$ cat src/rtl/trap_ctrl.sv
// Trap/xret initiator: takes exception or MRET requests from exec, drains the pipe,
// strobes a one-cycle CSR update, then offers the redirect PC to fetch.
module trap_ctrl #(
  parameter int XLEN = 64,
  parameter int ALEN = 64
) (
  input  logic            clk,
  input  logic            rst,
  input  logic            exc_valid,
  input  logic [3:0]      exc_cause,
  input  logic [ALEN-1:0] exc_pc,
  input  logic [XLEN-1:0] exc_tval,
  input  logic            mret_valid,
  input  logic            pipeline_empty,
  input  logic [1:0]      privilege_mode,
  input  logic [XLEN-1:0] mstatus,
  input  logic [XLEN-1:0] mtvec,
  input  logic [XLEN-1:0] mepc,
  output logic            busy,
  output logic            flush,
  output logic            trap_do_update,
  output logic [3:0]      trap_mcause,
  output logic [ALEN-1:0] trap_mepc,
  output logic [XLEN-1:0] trap_mtval,
  output logic            xret_do_update,
  output logic [XLEN-1:0] xret_new_mstatus,
  output logic [1:0]      xret_new_privilege_mode,
  output logic            redirect_valid,
  output logic [ALEN-1:0] redirect_pc,
  input  logic            redirect_ready,
  output logic [1:0]      state_dbg
);

  // Handshake: redirect_valid rises in REDIRECT and stays high with redirect_pc
  // unchanged until a cycle where redirect_valid && redirect_ready; IDLE follows.
  typedef enum logic [1:0] {
    S_IDLE     = 2'd0,
    S_DRAIN    = 2'd1,
    S_UPDATE   = 2'd2,
    S_REDIRECT = 2'd3
  } state_t;

  localparam logic [1:0] PRIV_M = 2'b11;

  state_t          state_q, state_d;
  logic            kind_xret_q;
  logic [3:0]      cause_q;
  logic [ALEN-1:0] epc_q;
  logic [XLEN-1:0] tval_q;
  logic [ALEN-1:0] rpc_q;
  logic [XLEN-1:0] mst_q;
  logic [1:0]      priv_q;
  logic [XLEN-1:0] mst_after_mret;
  logic [ALEN-1:0] rpc_next;
  logic            unused_bits;

  assign unused_bits = ^{mtvec, mepc};

  always_comb begin
    mst_after_mret        = mstatus;
    mst_after_mret[3]     = mstatus[7];
    mst_after_mret[7]     = 1'b1;
    mst_after_mret[12:11] = PRIV_M;
  end

  // Trap vector is direct mode only; MRET target drops bit 0.
  assign rpc_next = kind_xret_q ? {mepc[ALEN-1:1], 1'b0} : {mtvec[ALEN-1:2], 2'b00};

  always_comb begin
    state_d = state_q;
    unique case (state_q)
      S_IDLE:     if (exc_valid || mret_valid) state_d = S_DRAIN;
      S_DRAIN:    if (pipeline_empty) state_d = S_UPDATE;
      S_UPDATE:   state_d = S_REDIRECT;
      S_REDIRECT: if (redirect_ready) state_d = S_IDLE;
      default:    state_d = S_IDLE;
    endcase
  end

  always_ff @(posedge clk or negedge rst) begin
    if (!rst) begin
      state_q     <= S_IDLE;
      kind_xret_q <= 1'b0;
      cause_q     <= '0;
      epc_q       <= '0;
      tval_q      <= '0;
      rpc_q       <= '0;
      mst_q       <= '0;
      priv_q      <= '0;
    end else begin
      state_q <= state_d;
      if (state_q == S_IDLE) begin
        if (exc_valid) begin
          kind_xret_q <= 1'b0;
          cause_q     <= exc_cause;
          epc_q       <= exc_pc;
          tval_q      <= exc_tval;
        end else if (mret_valid) begin
          if (privilege_mode == PRIV_M) begin
            kind_xret_q <= 1'b1;
          end else begin
            // MRET outside M-mode becomes an illegal-instruction trap.
            kind_xret_q <= 1'b0;
            cause_q     <= 4'd2;
            epc_q       <= exc_pc;
            tval_q      <= '0;
          end
        end
      end
      if (state_q == S_UPDATE) begin
        rpc_q  <= rpc_next;
        mst_q  <= mst_after_mret;
        priv_q <= mstatus[12:11];
      end
    end
  end

  assign busy           = (state_q != S_IDLE);
  assign flush          = busy;
  assign trap_do_update = (state_q == S_UPDATE) && !kind_xret_q;
  assign xret_do_update = (state_q == S_UPDATE) && kind_xret_q;
  assign redirect_valid = (state_q == S_REDIRECT);
  assign redirect_pc    = rpc_q;
  assign trap_mcause    = cause_q;
  assign trap_mepc      = epc_q;
  assign trap_mtval     = tval_q;
  // Live value during the strobe, then the captured copy so the payload holds still.
  assign xret_new_mstatus        = (state_q == S_UPDATE) ? mst_after_mret : mst_q;
  assign xret_new_privilege_mode = (state_q == S_UPDATE) ? mstatus[12:11] : priv_q;
  assign state_dbg               = state_q;

endmodule

$ cat config.mk
export PLATFORM = sky130hd
export DESIGN_NAME = trap_ctrl
export DESIGN_NICKNAME = d
export VERILOG_FILES = /design/src/rtl/trap_ctrl.sv
export SDC_FILE = /design/constraint.sdc
export NUM_CORES = 1
export LEC_CHECK = 0
export ABC_AREA = 1
export CAP_MARGIN = 20
export CORE_AREA = 5 5 234 236
export DETAILED_ROUTE_END_ITERATION = 10
export DIE_AREA = 0 0 239 241
export GPL_ROUTABILITY_DRIVEN = 0
export PLACE_DENSITY = 0.51
export SLEW_MARGIN = 20
export SYNTH_ARGS = -nofsm -noshare
export SYNTH_HDL_FRONTEND = slang
export SYNTH_SLANG_ARGS = --single-unit
$ cat constraint.sdc
create_clock -name clk -period 2.3 [get_ports clk]
set_clock_uncertainty 0.15 [all_clocks]
set_input_delay 0.46 -clock clk [delete_from_list [all_inputs] [get_ports clk]]
set_output_delay 0.46 -clock clk [all_outputs]
set_load 0.005 [all_outputs]
==> impl_metrics.ini <==
[run_status]
violations = negative setup slack
status = finished with violations

[timing]
slew-limit-headroom_pct = 66.6
setup_viol_count_final = 73
fin_crit_ns = 2.53
fin_ws_ns = -0.227
slew_violations = 0
fin_hold_ws_ns = 0.290
fmax_mhz = 396
rsz0062_at_grt = true
worst_pin_slew_ns = 0.501
final-hold-violation-count = 0
finalCritPeriodShare_pct = 110

[critical_path]
required_ns = 1.69
cp_top_family = buffers and inverters
setup.worst_path.start_class = register
reg2reg_slack_ns = -0.21
worst_path_max_delay_cell = dfrtp_1
path_max_fanout = 6
path_cells = inv_2, ha_4, buf_12, buf_12, buf_16, buf_12, nand2_4, nand2_4, buf_6
cp-end-kind = primary output
arrival_ns = 1.92
cp_num_buf_inv = 6
path_common_cell = buf_12
slowest_delay_ns = 0.37
criticalPathCategory = reg -> out

[floorplan]
die_y_um = 241
dieArea_um2 = 57600
initial_core_util_pct = 20.3
fp.dieW_um = 239
core_area_um2 = 52200
rows = 84
io_pins = 601

[clock_network]
clk_path_buf_depth = 3
htree_levels = 2
cts.sink_count = 264
cts_buffers = 34
clock_latency_ns = 0.52
clk_pin_slew_ns = 0.06
cts_tree = done
clock-root-buffer = clkbuf_16

[place]
pre_cts_ws_ns = -0.113
placed_cell_area_um2 = 17700
port_buffers = 595
dp_hpwl_um = 32300

[grt]
grt_pass1_wl_um = 70100
grt.total_usage_pct = 15.6
grt_pass1_vias = 11700
grt_max_degree = 96
grt_antenna_before_repair = 0
grt_overflow = 0

[cells_and_area]
drive_gt1_share_pct = 21.9
area_growth_pct = 94.6
fin_nets = 2293
fillers = 5223
design_area_um2 = 20600
n_antenna_cell = 0

[logic_synthesis]
synth_seq_area_share_pct = 62.3
synth-seq-cells = 264
netlist.area_leader.share_pct = 62.3
synthMostInstantiatedCell = nand2_1
async_reset_ff_share_pct = 100
synth_area_um2 = 10600
yosysWarnings = 0
synth_nets = 1552
synthFlopType = dfrtp_1
synth_edf_count = 0
synth.cells.most_frequent = nand2_1 (649), dfrtp_1 (264), nand3_1 (190), buf_2 (34), clkbuf_1 (33)
netlist_top_cells_area = dfrtp_1 (62%), nand2_1 (23%), nand3_1 (9.0%), buf_2 (1.6%), clkbuf_1 (1.2%)
synth.distinct_cells = 21
syn_area_per_cell_um2 = 8.73
yosys.area.top_type = dfrtp_1
syn_inst = 1216

[pwr]
seq_power_share_pct = 27.5
intPower_w = 0.0191
p_leak_nw = 9.84
p_per_area_nw_per_um2 = 1420
comb_power_share_pct = 55.3
switchingPower_w = 0.0102
p_clk_share_pct = 17.2
ir_worst_vdd_mv = 0.673
swShare_pct = 34.9

[detailed_routing]
wl_um = 47600
via_per_inst = 4.15
drt_pass1_iterations = 5
drtIter0Drc = 449
drc = 0
wl_per_cell_um = 17.9
ant_nets = 0
via_count = 11100

[flow_run]
cap_violations = 0

[worst_hold_path]
hold_class = in -> async
sequential cells by signal, summed over array words and instances, names as in the netlist:
signal / count
priv_q: 2
redirect_pc: 63
trap_mepc: 64
trap_mcause: 4
trap_mtval: 64
state_dbg: 2
kind_xret_q: 1
mst_q: 64
placed cells by master (no fill, tap or decap), types with 2 or more instances in the layout:
| cell type | instances |
|---|---|
| buf_12 | 15 |
| buf_16 | 9 |
| buf_2 | 29 |
| buf_4 | 108 |
| buf_6 | 92 |
| buf_8 | 2 |
| clkbuf_1 | 13 |
| clkbuf_16 | 36 |
| clkbuf_8 | 5 |
| clkdlybuf4s50_1 | 522 |
| clkinv_2 | 4 |
| dfrtp_1 | 264 |
| dlygate4sd2_1 | 2 |
| ha_1 | 2 |
| ha_4 | 2 |
| inv_1 | 5 |
| inv_6 | 2 |
| nand2_1 | 536 |
| nand2_2 | 61 |
| nand2_4 | 54 |
| nand3_1 | 190 |
| nand4_1 | 7 |
| nor2_8 | 2 |
| or2_4 | 3 |
logic make-up (layout without fill, tap and decap cells):
group	count (synthesis)	in the layout	synth area share, %
AOI/OAI and AO/OA	2	2	0.130
adders and majority gates	4	4	0.472
buffers and inverters	89	853	3.90
DFF	264	264	62.3
other	1	1	0.0353
and+or+nand+nor	856	856	33.2
power by group through the flow:
| stage | Sequential [W] | Combinational, W | Clock [W] |
|---|---|---|---|
| after floorplan | 0.00799 | 0.00422 | 0 |
| after global placement | 0.00787 | 0.0123 | 0 |
| after detailed placement | 0.00795 | 0.0124 | 0 |
| after CTS | 0.00795 | 0.0154 | 0.00521 |
| after global routing | 0.00828 | 0.0176 | 0.00539 |
| final | 0.00804 | 0.0162 | 0.00502 |
timing repair:
item,4_1_cts,5_1_grt
pin swaps,30,17
hold endpoints to repair,30,0
buffers inserted,115,13
hold buffers,1,0
gates resized for setup,430,152
cloned,9,1
endpoints found under the setup margin,71,137
area by class of cell:
| cell class | count | area [um2] | share of cell area [%] |
|---|---|---|---|
| Timing Repair Buffer | 784 | 7900 | 38.2 |
| Sequential cell | 264 | 6610 | 32.0 |
| Multi-Input combinational cell | 863 | 4180 | 20.2 |
| Clock buffer | 53 | 993 | 4.81 |
| Tap cell | 688 | 861 | 4.17 |
| Inverter | 10 | 78.8 | 0.382 |
| Clock inverter | 6 | 36.3 | 0.176 |
layer usage:
layer | GRT usage (%) | vias up | share of wire, %
met5 | 0 | - | 0
met4 | 3.74 | 0 | 2.1
met3 | 6.16 | 61 | 10
met2 | 27.5 | 444 | 50
met1 | 17.9 | 5264 | 38
li1 | - | 5304 | -
path summary, 6_finish.rpt:
| check | to | start | cells after the start |
|---|---|---|---|
| setup reg to reg | mst_q[40]$_DFF_PN0_ | state_dbg[0]$_DFFE_PN0P_ | 16 |
| max in group asynchronous | redirect_pc[23]$_DFFE_PN0P_ | rst | 3 |
| hold reg to reg | trap_mepc[49]$_DFFE_PN0P_ | trap_mepc[49]$_DFFE_PN0P_ | 2 |
| min in group clk | trap_mepc[49]$_DFFE_PN0P_ | trap_mepc[49]$_DFFE_PN0P_ | 2 |
| hold / removal | mst_q[7]$_DFF_PN0_ | rst | 2 |
| setup / recovery | xret_new_mstatus[8] | state_dbg[0]$_DFFE_PN0P_ | 9 |
worst reg2reg max path: cells and delay by family (launching register included):
kind          cells  cell delay, ns
buf+inv          13            1.57
flops             1            0.39
fa+ha+maj         1            0.15
simple gates      2            0.13
through the flow:
| stage | utilization [%] | cells | power, W | TNS (ns) |
|---|---|---|---|---|
| 4_1_cts | 38.5 | 2668 | 0.0285 | -13.24 |
| 3_3_place_gp | 33.8 | 2485 | 0.0202 | -1.89 |
| 5_1_grt | 39.5 | 2668 | 0.0312 | -18.23 |
| 6_report | 39.5 | 2668 | 0.0292 | -10.59 |
| 3_5_place_dp | 33.8 | 2485 | 0.0203 | -4.14 |
| 2_1_floorplan | - | 1216 | 0.0122 | 0 |
(Power assumes the default switching activity.)
